### config.mk
export PLATFORM = sky130hd
export DESIGN_NAME = button_event_gen
export DESIGN_NICKNAME = d
export VERILOG_FILES = /design/src/rtl/button_event_gen_pkg.sv /design/src/rtl/button_event_gen_edge_detect.sv /design/src/rtl/button_event_gen.sv
export SDC_FILE = /design/constraint.sdc
export NUM_CORES = 1
export LEC_CHECK = 0
export BUFFER_PORTS_ARGS = -buffer_cell sky130_fd_sc_hd__buf_2
export CORE_UTILIZATION = 34
export DETAILED_ROUTE_END_ITERATION = 7
export PLACE_DENSITY = 0.52
export SKIP_CTS_REPAIR_TIMING = 1
export SYNTH_ARGS = -nofsm -noshare
export SYNTH_HDL_FRONTEND = slang
export SYNTH_SLANG_ARGS = --single-unit
### constraint.sdc
create_clock -name clk -period 2.9 [get_ports clk]
set_input_delay 0.87 -clock clk [delete_from_list [all_inputs] [get_ports clk]]
set_output_delay 0.87 -clock clk [all_outputs]
set_load 0.01 [all_outputs]
### src/rtl/button_event_gen_pkg.sv
// Shared types and level constants for the button event generator.
package btn_evt_pkg;

  typedef enum logic [1:0] {
    S_IDLE,
    S_SHORT,
    S_LONG
  } btn_state_t;

  localparam logic BTN_PRESSED  = 1'b0;
  localparam logic BTN_RELEASED = 1'b1;

endpackage

### src/rtl/button_event_gen_edge_detect.sv
// Registered-history edge detector for a level already synchronous to clk.
module edge_detect #(
  parameter logic RESET_VAL = 1'b1
) (
  input  logic clk,
  input  logic rst,
  input  logic din,
  output logic fall,
  output logic rise
);

  logic din_q;

  // The reset value defines what the first post-reset sample is compared against.
  always_ff @(posedge clk) begin
    if (rst) begin
      din_q <= RESET_VAL;
    end else begin
      din_q <= din;
    end
  end

  assign fall = din_q & ~din;
  assign rise = ~din_q & din;

endmodule

### src/rtl/button_event_gen.sv
// Turns a debounced active-low button level into press/release/click/long strobes.
// Define BTN_EVT_REPEAT_EN to add auto-repeat strobes while in long hold.
module button_event_gen
  import btn_evt_pkg::*;
#(
  parameter int               CNT_W         = 26,
  parameter logic [CNT_W-1:0] LONG_CYCLES   = 26'd50_000_000,
  parameter logic [CNT_W-1:0] REPEAT_CYCLES = 26'd10_000_000
) (
  input  logic clk,
  input  logic rst,
  input  logic btn_n,
  output logic press_pulse,
  output logic release_pulse,
  output logic click_pulse,
  output logic long_pulse,
  output logic repeat_pulse,
  output logic held,
  output logic long_held
);

  btn_state_t       state;
  logic [CNT_W-1:0] hold_cnt;
  logic             fall;
  logic             rise;

  edge_detect #(
    .RESET_VAL(BTN_RELEASED)
  ) u_edge (
    .clk (clk),
    .rst (rst),
    .din (btn_n),
    .fall(fall),
    .rise(rise)
  );

`ifdef BTN_EVT_REPEAT_EN
  logic [CNT_W-1:0] rpt_cnt;
`else
  assign repeat_pulse = 1'b0;
`endif

  always_ff @(posedge clk) begin
    if (rst) begin
      state         <= S_IDLE;
      hold_cnt      <= '0;
      press_pulse   <= 1'b0;
      release_pulse <= 1'b0;
      click_pulse   <= 1'b0;
      long_pulse    <= 1'b0;
      held          <= 1'b0;
      long_held     <= 1'b0;
`ifdef BTN_EVT_REPEAT_EN
      rpt_cnt       <= '0;
      repeat_pulse  <= 1'b0;
`endif
    end else begin
      press_pulse   <= 1'b0;
      release_pulse <= 1'b0;
      click_pulse   <= 1'b0;
      long_pulse    <= 1'b0;
`ifdef BTN_EVT_REPEAT_EN
      repeat_pulse  <= 1'b0;
`endif
      case (state)
        S_IDLE: begin
          if (fall) begin
            press_pulse <= 1'b1;
            held        <= 1'b1;
            hold_cnt    <= '0;
            state       <= S_SHORT;
          end
        end
        S_SHORT: begin
          hold_cnt <= hold_cnt + 1'b1;
          // A release landing on the threshold cycle still counts as a click.
          if (rise) begin
            release_pulse <= 1'b1;
            click_pulse   <= 1'b1;
            held          <= 1'b0;
            state         <= S_IDLE;
          end else if (hold_cnt == LONG_CYCLES - 1'b1) begin
            long_pulse <= 1'b1;
            long_held  <= 1'b1;
`ifdef BTN_EVT_REPEAT_EN
            rpt_cnt    <= '0;
`endif
            state      <= S_LONG;
          end
        end
        S_LONG: begin
          if (rise) begin
            release_pulse <= 1'b1;
            held          <= 1'b0;
            long_held     <= 1'b0;
            state         <= S_IDLE;
          end
`ifdef BTN_EVT_REPEAT_EN
          else if (rpt_cnt == REPEAT_CYCLES - 1'b1) begin
            repeat_pulse <= 1'b1;
            rpt_cnt      <= '0;
          end else begin
            rpt_cnt <= rpt_cnt + 1'b1;
          end
`endif
        end
        default: state <= S_IDLE;
      endcase
    end
  end

endmodule
==> impl_metrics.yaml <==
place:
  gp_congestion: 0.7495
  dpl_worst_slack_ns: 0.4161
  dp_hpwl_microns: 2824
  io_buffers: 8
grt:
  grt_overflow: 0
  grt_use_met3_pct: 3.952
  grt_usage_pct: 15.02
  grt_pass1_wl_microns: 6996
  grt_antenna_before_repair: 0
  grt.met1_usage_pct: 21.16
  top_usage_layer: "met2"
  grt_util_met2_pct: 22.16
  grt_max_degree: 22
  grt_pass1_vias: 1453
sta:
  finalHoldViolations: 0
  maxSlewViolCount: 0
  fmax_ghz: 0.4132
  tns_ns: 0
  hold_ws_ns: 0.4731
  min_period_ns: 2.420
  setup_viol: 0
  grt_setup_unrepaired: "no"
  finClkSkew_ns: 0.001886
  fin_ws_ns: 0.4798
  min_period_over_period_pct: 83.46
route:
  drcViolationCount: 0
  drtAntennaViolNets: 0
  finalWirelength_microns: 4042
  vias_per_cell: 5.395
  post_drt_wl_per_cell_microns: 13.43
  firstDrtPassIters: 4
  drtIter0Drc: 94
  num_vias: 1624
clock_network:
  cts_made_buffers: 5
  cts_tree: "done"
  clk_pin_slew_ns: 0.07
  clock_latency_ns: 0.28
  cts-root-buf: "clkbuf_8"
  htree_levels: 2
  cts_buffer_depth: 2
  clock-sinks: 35
die:
  die_area_sq_um: 5844
  dieHeight_microns: 76.45
  num_rows: 26
  die_w_microns: 76.45
  io_pins: 10
  start_util_pct: 35.98
  core_sq_um: 5238
logic_synthesis:
  syn-num-nets: 233
  syn_area_per_cell_sq_um: 8.375
  ys_ff_latch: 35
  syn_inst: 225
  seq_area_frac_synth_pct: 37.18
  synth.top_cells.by_count: "35 x dfxtp_1, 20 x a21oi_1, 20 x nand2_1"
  yosysWarnings: 0
  async_flop_share_pct: 0
  yosysUniqueCellTypes: 46
  yosys.area.top_type_share_pct: 37.18
  yosys.area.top_type: "dfxtp_1"
  ys_top_cells_by_area: "dfxtp_1 37%, or3_1 5.6%, a21oi_1 5.3%"
  synth_edf_count: 0
  yosysMostFrequentCell: "dfxtp_1"
  syn-cell-area_sq_um: 1884
  synth_ff_type: "dfxtp_1"
worst_setup_path:
  arrival_ns: 2.60
  path_max_fanout: 17
  path_class: "reg -> reg"
  required_ns: 3.08
  critPathCaptureType: "flip-flop"
  rrSetupSlack_ns: 0.48
  reg2regPathDepth: 6
  cp-start-kind: "flip-flop"
layout:
  final_nets: 238
  n_fill_cell: 551
  drive_gt1_share_pct: 10.82
  n_antenna_cell: 0
  areaGrowthSynthToFinish_pct: 9.429
outcome:
  status: "complete, no violations"
pwr:
  power.leakage_nw: 0.6666
  p_per_area_nw_per_um2: 474.6
  power_mw: 0.9787
  peakVddDrop_uv: 256.2
run:
  drv_cap: 0
hold_path:
  min_path_cells: 2
  hp-class: "reg -> reg"
## report_power, final
| part | switching, mW | total (mW) | internal (mW) |
|---|---|---|---|
| Clock | 0.175 | 0.392 | 0.217 |
| Combinational | 0.0597 | 0.0937 | 0.0340 |
| Sequential | 0.00525 | 0.493 | 0.488 |
## placed cells by master, fill, tap and decap left out, types with 2 or more instances in the layout
master,Yosys,final
buf_2,4,8
o21ai_0,10,10
a211oi_1,3,3
mux2i_1,5,5
or2_2,2,2
clkbuf_8,0,7
nand2b_1,6,6
nand4_1,5,5
xnor2_1,3,3
nand3_1,9,9
a2111oi_0,3,3
and3_1,5,5
o31ai_1,4,4
or3_1,17,17
inv_1,9,9
nor2_1,11,11
ha_1,5,5
a21oi_1,20,20
nor3_1,6,6
or4_1,8,8
and4_1,2,2
a311oi_1,2,2
dfxtp_1,35,35
nor4b_1,3,3
nand2_1,20,20
nor4_1,3,3
## logic make-up after synthesis
group                    Yosys count  share of synthesized area [%]
AO/OA/AOI/OAI                     49                          16.53
XOR/XNOR                           4                          1.860
adder cells (fa/ha/maj)            5                          3.320
buffers and inverters             20                          4.847
flip-flops                        35                          37.18
multiplexers                       5                          2.656
other                              1                         0.1990
AND/OR/NAND/NOR                  106                          33.40
## area by class of cell
class	instances	area (sq um)	area share, %
Sequential cell	35	700.7	33.98
Inverter	9	33.78	1.638
Timing Repair Buffer	9	47.55	2.306
Multi-Input combinational cell	170	1092	52.97
Tap cell	70	87.58	4.248
Clock buffer	8	100.1	4.854
## path summary, 6_finish.rpt
path	start	to
min reg2reg	long_held$_SDFFE_PP0P_	long_held$_SDFFE_PP0P_
max	state[0]$_SDFFE_PP0P_	hold_cnt[25]$_SDFFE_PP0P_
max reg2reg	state[0]$_SDFFE_PP0P_	hold_cnt[25]$_SDFFE_PP0P_
min	long_held$_SDFFE_PP0P_	long_held$_SDFFE_PP0P_
## routing by layer
layer | routed length (microns) | up-vias | share of wire [%]
met5 | 0 | - | 0
met4 | 44 | 0 | 1.1
met3 | 131 | 4 | 3.2
met2 | 1767 | 19 | 44
met1 | 2098 | 752 | 52
li1 | - | 849 | -
## critical path, cell delays in order, from the launching register on
cell and delay [ns]:
dfxtp_1 0.36, inv_1 0.10, ha_1 0.35, nand2b_1 0.29, a211o_1 0.51, or4_4 0.58, mux2i_1 0.13
## registers in the layout, indices dropped and copies added (netlist names)
name / count
long_held: 1
hold_cnt: 26
held: 1
long_pulse: 1
state: 2
press_pulse: 1
u_edge.din_q: 1
release_pulse: 1
click_pulse: 1
## stage by stage
stage | area [sq um] | instances | utilization (%)
after CTS | 2062 | 301 | 39.37
final | 2062 | 301 | 39.37
after detailed placement | 1962 | 293 | 37.46
after global routing | 2062 | 301 | 39.37
after floorplan | 1884 | 225 | -
after global placement | 1962 | 293 | 37.46
No activity file was read; power rests on OpenSTA's default activity.
